$ cat config.mk
export PLATFORM = sky130hd
export DESIGN_NAME = axi_b_arbiter_flat
export DESIGN_NICKNAME = d
export VERILOG_FILES = /design/src/rtl/axi_b_arbiter_if.sv /design/src/rtl/axi_b_arbiter.sv /design/src/flat_wrapper.sv
export SDC_FILE = /design/constraint.sdc
export NUM_CORES = 1
export LEC_CHECK = 0
export CORE_MARGIN = 1
export CORE_UTILIZATION = 45
export DETAILED_ROUTE_END_ITERATION = 16
export PLACE_DENSITY = 0.73
export SLEW_MARGIN = 20
export SYNTH_ARGS = -nofsm -noshare
export SYNTH_HDL_FRONTEND = slang
export SYNTH_SLANG_ARGS = --single-unit
$ cat constraint.sdc
create_clock -name ACLK -period 11.1 [get_ports ACLK]
set_clock_uncertainty 0.1 [all_clocks]
set_input_delay 1.11 -clock ACLK [delete_from_list [all_inputs] [get_ports ACLK]]
set_output_delay 1.11 -clock ACLK [all_outputs]
set_load 0.05 [all_outputs]
$ cat src/rtl/axi_b_arbiter_if.sv
// B-channel bundle between the AXI response sources, the arbiter and master 1.
// The slave modport is the arbiter's view; the master modport is the
// environment's view (sources, master 1 and the AW-side tracker).
interface axi_b_arbiter_if;
   logic [5:0]  BVALID_S;
   logic [47:0] BID_S;
   logic [11:0] BRESP_S;
   logic [5:0]  BREADY_S;
   logic [5:0]  AW_DONE;
   logic        BREADY_M;
   logic        BVALID_M;
   logic [3:0]  BID_M;
   logic [1:0]  BRESP_M;
   logic        BUSY;
   logic        RESP_ERR;

   modport slave (
      input  BVALID_S, BID_S, BRESP_S, AW_DONE, BREADY_M,
      output BREADY_S, BVALID_M, BID_M, BRESP_M, BUSY, RESP_ERR
   );

   modport master (
      output BVALID_S, BID_S, BRESP_S, AW_DONE, BREADY_M,
      input  BREADY_S, BVALID_M, BID_M, BRESP_M, BUSY, RESP_ERR
   );
endinterface

$ cat src/rtl/axi_b_arbiter.sv
// Round-robin B-response arbiter for master 1 across five slaves plus the
// default slave. Tracks outstanding writes per source and flags responses
// that arrive with nothing outstanding.
module axi_b_arbiter (
   input  logic             ACLK,
   input  logic             ARESETn,
   axi_b_arbiter_if.slave   bus
);

   typedef enum logic {IDLE, GRANT} state_t;

   state_t      state, state_next;
   logic [2:0]  g, g_next;
   logic [2:0]  p, p_next;
   logic [2:0]  cnt [6];
   logic        resp_err;

   logic [5:0]  eligible;
   logic [5:0]  eligible_hs;
   logic [3:0]  bid_arr [6];
   logic [1:0]  resp_arr [6];
   logic [5:0]  dec_vec;
   logic [5:0]  ready_vec;
   logic        handshake;
   logic        idle_found, hs_found;
   logic [2:0]  idle_win, hs_win;

   // Index increment modulo 6 (indices 0..5 only).
   function automatic logic [2:0] wrap_inc(input logic [2:0] x);
      return (x >= 3'd5) ? 3'd0 : x + 3'd1;
   endfunction

   // First set bit of elig scanning from ptr upward, wrapping at 6.
   // Returns {found, index}.
   function automatic logic [3:0] arbitrate(input logic [5:0] elig,
                                            input logic [2:0] ptr);
      logic       found;
      logic [2:0] win;
      logic [2:0] idx;
      found = 1'b0;
      win   = 3'd0;
      idx   = ptr;
      for (int k = 0; k < 6; k++) begin
         if (!found && elig[idx]) begin
            found = 1'b1;
            win   = idx;
         end
         idx = wrap_inc(idx);
      end
      return {found, win};
   endfunction

   // Unpack per-source fields and decide which sources carry master 1's tag.
   always_comb begin
      eligible = '0;
      for (int i = 0; i < 6; i++) begin
         eligible[i] = bus.BVALID_S[i] && (bus.BID_S[8*i+6 +: 2] == 2'b10);
         bid_arr[i]  = bus.BID_S[8*i +: 4];
         resp_arr[i] = bus.BRESP_S[2*i +: 2];
      end
   end

   // Completed transfer this cycle, and which source's counter it retires.
   always_comb begin
      handshake = (state == GRANT) && bus.BVALID_S[g] && bus.BREADY_M;
      dec_vec   = '0;
      for (int i = 0; i < 6; i++) begin
         dec_vec[i] = handshake && (g == 3'(i));
      end
   end

   // Two arbitrations: one from P while idle, one excluding the current
   // winner (starting just after it) for back-to-back regrant.
   always_comb begin
      eligible_hs    = eligible;
      eligible_hs[g] = 1'b0;
      {idle_found, idle_win} = arbitrate(eligible, p);
      {hs_found, hs_win}     = arbitrate(eligible_hs, wrap_inc(g));
   end

   // State, grant index and round-robin pointer registers.
   always_ff @(posedge ACLK) begin
      if (!ARESETn) begin
         state <= IDLE;
         g     <= 3'd0;
         p     <= 3'd0;
      end else begin
         state <= state_next;
         g     <= g_next;
         p     <= p_next;
      end
   end

   // Next-state logic and grant-muxed outputs; the grant only moves on a
   // handshake, so a source dropping BVALID just holds the lock.
   always_comb begin
      state_next = state;
      g_next     = g;
      p_next     = p;
      ready_vec  = '0;
      bus.BVALID_M = 1'b0;
      bus.BID_M    = 4'd0;
      bus.BRESP_M  = 2'b00;
      case (state)
         IDLE: begin
            if (idle_found) begin
               state_next = GRANT;
               g_next     = idle_win;
            end
         end
         GRANT: begin
            bus.BVALID_M = bus.BVALID_S[g];
            bus.BID_M    = bid_arr[g];
            bus.BRESP_M  = (g == 3'd5) ? 2'b11 : resp_arr[g];
            ready_vec[g] = bus.BREADY_M;
            if (handshake) begin
               p_next = wrap_inc(g);
               if (hs_found) begin
                  g_next = hs_win;
               end else begin
                  state_next = IDLE;
               end
            end
         end
         default: state_next = IDLE;
      endcase
   end

   // Outstanding-write counters (saturating) and the unexpected-response flag.
   always_ff @(posedge ACLK) begin
      if (!ARESETn) begin
         for (int i = 0; i < 6; i++) begin
            cnt[i] <= 3'd0;
         end
         resp_err <= 1'b0;
      end else begin
         for (int i = 0; i < 6; i++) begin
            case ({bus.AW_DONE[i], dec_vec[i]})
               2'b10:   if (cnt[i] != 3'd7) cnt[i] <= cnt[i] + 3'd1;
               2'b01:   if (cnt[i] != 3'd0) cnt[i] <= cnt[i] - 3'd1;
               default: cnt[i] <= cnt[i];
            endcase
         end
         resp_err <= handshake && (cnt[g] == 3'd0) && !bus.AW_DONE[g];
      end
   end

   assign bus.BREADY_S = ready_vec;
   assign bus.BUSY     = (state == GRANT);
   assign bus.RESP_ERR = resp_err;

endmodule
$ cat src/flat_wrapper.sv
// flat-port wrapper written by rule: the top's interface ports become plain ports
module axi_b_arbiter_flat 
  (ACLK, ARESETn, bus_BVALID_S, bus_BID_S, bus_BRESP_S, bus_AW_DONE, bus_BREADY_M, bus_BREADY_S, bus_BVALID_M, bus_BID_M, bus_BRESP_M, bus_BUSY, bus_RESP_ERR);
  axi_b_arbiter_if bus_i ();
  input  logic ACLK;
  input  logic ARESETn;
  input wire logic [$bits(bus_i.BVALID_S)-1:0] bus_BVALID_S;
  input wire logic [$bits(bus_i.BID_S)-1:0] bus_BID_S;
  input wire logic [$bits(bus_i.BRESP_S)-1:0] bus_BRESP_S;
  input wire logic [$bits(bus_i.AW_DONE)-1:0] bus_AW_DONE;
  input wire logic [$bits(bus_i.BREADY_M)-1:0] bus_BREADY_M;
  output wire logic [$bits(bus_i.BREADY_S)-1:0] bus_BREADY_S;
  output wire logic [$bits(bus_i.BVALID_M)-1:0] bus_BVALID_M;
  output wire logic [$bits(bus_i.BID_M)-1:0] bus_BID_M;
  output wire logic [$bits(bus_i.BRESP_M)-1:0] bus_BRESP_M;
  output wire logic [$bits(bus_i.BUSY)-1:0] bus_BUSY;
  output wire logic [$bits(bus_i.RESP_ERR)-1:0] bus_RESP_ERR;
  assign bus_i.BVALID_S = bus_BVALID_S;
  assign bus_i.BID_S = bus_BID_S;
  assign bus_i.BRESP_S = bus_BRESP_S;
  assign bus_i.AW_DONE = bus_AW_DONE;
  assign bus_i.BREADY_M = bus_BREADY_M;
  assign bus_BREADY_S = bus_i.BREADY_S;
  assign bus_BVALID_M = bus_i.BVALID_M;
  assign bus_BID_M = bus_i.BID_M;
  assign bus_BRESP_M = bus_i.BRESP_M;
  assign bus_BUSY = bus_i.BUSY;
  assign bus_RESP_ERR = bus_i.RESP_ERR;
  axi_b_arbiter u_core (.ACLK(ACLK), .ARESETn(ARESETn), .bus(bus_i));
endmodule
==> results.sh <==
export IMPL_vias=4961
export IMPL_fin_hold_ws_ns=0.424
export IMPL_area_delta_synth_final_pct=20.8
export IMPL_drive_gt1_frac=0.0770
export IMPL_final_hold_violation_count=0
export IMPL_final_common_cell="clkdlybuf4s50_1"
export IMPL_drt_iter0_markers=419
export IMPL_gr_total_overflow=0
export IMPL_layout_common_cells="clkdlybuf4s50_1 (77), nor2_1 (69), inv_1 (49), nand2_1 (41), ha_1 (35)"
export IMPL_relSlewSlack=0.406
export IMPL_htreeDepth=2
export IMPL_io_buffers=77
export IMPL_power_density_nw_per_um2=270
export IMPL_hold_depth=2
export IMPL_drc_errors=0
export IMPL_cp_required_ns=11.20
export IMPL_maxCapViolCount=0
export IMPL_clock_latency_ns=0.28
export IMPL_core_area_um2=9820
export IMPL_cts_tree="done"
export IMPL_tightest_slew_ns=0.888
export IMPL_fin_crit_sh=0.589
export IMPL_vdd_drop_max_uv=170
export IMPL_cpPeakStageDelay_ns=0.64
export IMPL_track_usage=0.263
export IMPL_worstSetupPathType="flip-flop to flip-flop"
export IMPL_fmax_ghz=0.153
export IMPL_fp_row_count=36
export IMPL_synth_edf_count=18
export IMPL_first_global_vias=4597
export IMPL_die_x_um=103
export IMPL_multi_input_area_um2=3530
export IMPL_synthFlopType="edfxtp_1"
export IMPL_grt_pass1_wl_mm=22.2
export IMPL_dp_hpwl_mm=10.9
export IMPL_grt_max_degree=29
export IMPL_drt_met1_wl_mm=6.08
export IMPL_cpMaxStageDelayCell="or4_1"
export IMPL_final_cells=795
export IMPL_ys_ff_latch=29
export IMPL_setup_tns_ns=0
export IMPL_setup_violations=0
export IMPL_antenna_left=0
export IMPL_first_pass_iters=6
export IMPL_cp_max_fo=28
export IMPL_clk_pin_slew_ns=0.06
export IMPL_fp_dieH_um=103
export IMPL_rr_worst_depth=22
export IMPL_route_met3_wl_um=778
export IMPL_ys_types=85
export IMPL_dp_cells=787
export IMPL_syn_area_per_cell_um2=7.70
export IMPL_cts_sinks=29
export IMPL_post_drt_wl_per_cell_um=17.7
export IMPL_place_congestion=0.956
export IMPL_synth_warnings=0
export IMPL_finalCriticalPeriod_ns=6.54
export IMPL_die_area_um2=10600
export IMPL_seqCellArea_um2=761
export IMPL_ys_seq_area_frac=0.165
export IMPL_cts_buffers=5
export IMPL_dr_max_layer_used="met4"
export IMPL_start_kind="flip-flop"
export IMPL_synth_area_um2=4600
export IMPL_slew_viol_final=0
export IMPL_ctsResizeCount=0
export IMPL_synth_nets=712
export IMPL_antenna_found_initial=0
export IMPL_wl_met2_mm=6.82
export IMPL_cp_cell_sequence="buf_4, inv_1, ha_1, inv_1, nor2_1, ha_1, a31oi_1, o22ai_2, inv_2, ha_1, nor2_1, nor2_1, nor2_1, ha_1, nand3b_1, o21ai_0, a211oi_1, a32o_1, or3_4, a221oi_4, or4_1, a21oi_1"
export IMPL_insertedDiodeCount=0
export IMPL_synth_top_cell_by_area="edfxtp_1"
export IMPL_start_util=0.468
export IMPL_cp_end_kind="flip-flop"
export IMPL_leakagePower_uw=0.00215
export IMPL_hold_path_class="flip-flop to flip-flop"
export IMPL_post_cts_buffers=0
export IMPL_fill_cells=935
export IMPL_synth_top_cell_area_share=0.118
export IMPL_syn_inst=597
export IMPL_ys_top_cells_by_area="edfxtp_1 (12%), ha_1 (9.5%), nor2_1 (5.6%), dfxtp_1 (4.8%), mux2i_1 (4.4%)"
export IMPL_async_flop_share=0
export IMPL_crit_arrival_ns=6.64
export IMPL_root_buffer="clkbuf_8"
export IMPL_rsz0062_at_grt="false"
export IMPL_dp_slack_ns=4.75
export IMPL_drt_total_wl_mm=14.0
export IMPL_timing_final_ws_setup_ns=4.56
export IMPL_status="complete, no violations"
export IMPL_clock_path_buffers=2
export IMPL_cts_hold_buf=0
export IMPL_final_nets=776
export IMPL_num_io_pins=90
export IMPL_avgViaCountPerCell=6.24
[layer usage]
| metal | GRT usage | up-vias |
|---|---|---|
| met5 | 0 | - |
| met4 | 0.0953 | 0 |
| li1 | - | 2379 |
| met3 | 0.0278 | 31 |
| met1 | 0.340 | 2369 |
| met2 | 0.453 | 182 |
[critical path, delay by kind of cell (launching register included)]
kind            cells  cell delay (ns)
fa+ha+maj           4             1.69
simple gates        7             1.82
compound gates      7             1.50
buf+inv             4             0.93
flops               1             0.41
[per-stage QoR]
| stage | util | instance area, um2 | power, uW |
|---|---|---|---|
| floorplan | - | 4600 | 1100 |
| finish | 0.566 | 5550 | 1500 |
| detailed placement | 0.554 | 5440 | 1360 |
| global placement | 0.554 | 5440 | 1340 |
| CTS | 0.566 | 5550 | 1470 |
| global route | 0.566 | 5550 | 1610 |
[synth_stat cells (5+ instances only)]
| cell type | number |
|---|---|
| xnor2_1 | 6 |
| a21o_1 | 6 |
| a31oi_1 | 14 |
| mux2i_1 | 20 |
| dfxtp_1 | 11 |
| nor3_1 | 16 |
| nor2b_1 | 7 |
| a211oi_1 | 10 |
| xor2_1 | 5 |
| o31ai_1 | 10 |
| nand2_1 | 41 |
| fa_1 | 5 |
| o2111ai_1 | 7 |
| edfxtp_1 | 18 |
| mux2_2 | 9 |
| clkbuf_1 | 11 |
| nand3b_1 | 7 |
| nand3_1 | 26 |
| inv_1 | 49 |
| o31a_1 | 8 |
| o21a_1 | 5 |
| buf_2 | 6 |
| o22ai_1 | 7 |
| o21ai_0 | 32 |
| nor2_1 | 69 |
| a21oi_1 | 31 |
| ha_1 | 35 |
| and2_1 | 5 |
| or3_1 | 11 |
[kinds of logic (layout without fill, tap and decap cells)]
group | after synthesis | after routing | synth area share
AOI/OAI and AO/OA | 187 | 187 | 0.299
xor gates and xnor gates | 11 | 11 | 0.0209
adders and majority gates | 40 | 40 | 0.117
buffers and inverters | 75 | 140 | 0.0677
DFF | 29 | 29 | 0.165
muxes | 32 | 32 | 0.0802
and+or+nand+nor | 223 | 223 | 0.249
[report_power, final]
part	switching, uW	leakage, uW	internal [uW]	total, uW
clock network	39.9	0.0000566	64.0	104
logic	753	0.00181	474	1230
registers	27.3	0.000279	141	168
total	820	0.00215	679	1500
[final timing paths]
| kind | startpoint | endpoint | slack (ns) |
|---|---|---|---|
| min reg2reg | flip-flop | u_core.bus.RESP_ERR | 0.42 |
| max | u_core.g[0] | u_core.g[2] | 4.56 |
| max reg2reg | u_core.g[0] | u_core.g[2] | 4.56 |
| min | flip-flop | u_core.bus.RESP_ERR | 0.42 |
[layout make-up]
cell class / instances / share of cell area
sequential: 29 / 0.137
clock buffer: 8 / 0.0200
tap: 133 / 0.0300
inverter: 52 / 0.0351
timing repair buffer: 80 / 0.143
multi-input combinational: 493 / 0.635
Power figures use the tool's default switching activity.
==> variant, RTL diff (same settings) <==
Reset style: asynchronous (`ARESETn`), changed in 2 clocked blocks.
--- a/src/rtl/axi_b_arbiter.sv
+++ b/src/rtl/axi_b_arbiter.sv
@@ -81,3 +81,3 @@
    // State, grant index and round-robin pointer registers.
-   always_ff @(posedge ACLK) begin
+   always_ff @(posedge ACLK or negedge ARESETn) begin
       if (!ARESETn) begin
@@ -129,3 +129,3 @@
    // Outstanding-write counters (saturating) and the unexpected-response flag.
-   always_ff @(posedge ACLK) begin
+   always_ff @(posedge ACLK or negedge ARESETn) begin
       if (!ARESETn) begin
Behaviour: differs if ARESETn is asserted again (counterexample within 4 cycles, from zero or initial values and one cycle with ARESETn low); with ARESETn held inactive, the same outputs for 4 cycles.
==> variant against the unedited design <==
- global-route usage increased by 0.59 points
- sequential share of layout area decreased by 1.6 points
- cell area decreased by 3.5%
- critical endpoint is now u_core.g[0]
- setup slack got worse by 1300 ps
- non-clock buffer count increased by 1
- synthesized area decreased by 3.0%
- routed wire length about the same
- sequential cell count decreased by 3
Power is not shown: default switching activity piles up to over one toggle a cycle in this logic, so the estimate is an artifact.
==> variant: results <==
[hold_path]
hold-path-endpoint = "u_core.cnt[5]"
holdPathStages = 1

[setup_path]
path_max_fanout = 24
critPathArrivalTime_ps = 7890
r2r_cells = 25
endpoint = "u_core.g[0]"

[clocking]
cts_htree_levels = 1
cts_resized = 0
max-clock-path-buffers = 2
cts.reportedPaths.clkPinSlew_ps = 100
cts_made_buffers = 3

[synthesis]
synth.top_cells.by_area = "sky130_fd_sc_hd__dfrtp_1, sky130_fd_sc_hd__ha_1, sky130_fd_sc_hd__nor2_1"
fraction_of_the_yosys_area_taken_by_sequential_cells = 0.146
post_synth_num_cell_types = 86
postSynth.asyncResetShare = 1.00
adder_and_majority_gate_portion_of_the_synthesized_area = 0.0886
synth-xor-area-share = 0.0314
number_of_standard_cells_after_synthesis = 603
dominantRegCellSynth = "sky130_fd_sc_hd__dfrtp_1"
synth_compound_area_frac = 0.324
synth.mux.area_fraction = 0.0788
yosys-top-cells-count = "sky130_fd_sc_hd__nor2_1, sky130_fd_sc_hd__nand2_1, sky130_fd_sc_hd__inv_1, sky130_fd_sc_hd__o21ai_0, sky130_fd_sc_hd__nand3_1"
syn-num-nets = 706

[run_status]
run_status = "complete, no violations"

[sta]
timing_worst_slew_pin_value_ps = 817
fin_worst_hold_slack_ps = 408
postLayoutSetupSlackWorst_ps = 3270

[placement]
dp_worst_setup_slack_ps = 3380
place_area_sq_mm = 0.00529
place_congestion = 0.923
dpl.hpwl_microns = 10900
dpl.cell_count = 782

[route]
vias = 5028
drt_pre_antenna_iters = 5
dr.first_iter.drc_count = 383

[finish]
post_layout_nonfiller_instances = 786
layout-drive-gt1-share = 0.0609
layout.nets = 761

[global_route]
first_global_vias = 4627
grt_max_degree = 46
grtUsageTotal = 0.269
grt_first_pass_wirelength_microns = 22500
variant: cell type report:
class	instances	area [sq um]
Sequential cell	26	651
Clock inverter	1	30.0
Fill cell	877	4060
Timing Repair Buffer	81	801
Tap cell	129	161
Multi-Input combinational cell	508	3530
Inverter	38	143
Clock buffer	3	41.3
variant: critical path, cell delays in order (launching register included):
cell and delay (ps):
sky130_fd_sc_hd__dfrtp_1 870, sky130_fd_sc_hd__inv_1 420, sky130_fd_sc_hd__ha_1 440, sky130_fd_sc_hd__o31ai_1 440
sky130_fd_sc_hd__nand2_1 300, sky130_fd_sc_hd__ha_1 290, sky130_fd_sc_hd__or3b_1 390, sky130_fd_sc_hd__and3_1 310
sky130_fd_sc_hd__nor2_1 210, sky130_fd_sc_hd__inv_1 60, sky130_fd_sc_hd__ha_1 330, sky130_fd_sc_hd__inv_1 170
sky130_fd_sc_hd__nor2_1 80, sky130_fd_sc_hd__ha_1 410, sky130_fd_sc_hd__a21boi_0 350, sky130_fd_sc_hd__ha_1 240
sky130_fd_sc_hd__or4_1 110, sky130_fd_sc_hd__a21oi_1 40, sky130_fd_sc_hd__mux2_2 270, sky130_fd_sc_hd__a31oi_1 440
sky130_fd_sc_hd__nor2_1 170, sky130_fd_sc_hd__o41ai_1 440, sky130_fd_sc_hd__o21ai_2 160, sky130_fd_sc_hd__o21ai_2 220
sky130_fd_sc_hd__a21boi_4 90, sky130_fd_sc_hd__mux2_1 340
variant: logic make-up (layout without fill, tap and decap cells):
group / after synthesis / in the layout
simple gates: 235 / 235
flops: 26 / 26
fa+ha+maj: 28 / 28
buf+inv: 69 / 123
compound gates: 198 / 198
mux: 31 / 31
xor+xnor: 16 / 16
variant: metal layers:
metal  GRT usage  share of wire
met1       0.371           0.46
met2       0.446           0.47
met3      0.0262          0.053
met4      0.0769          0.018
met5           0              0
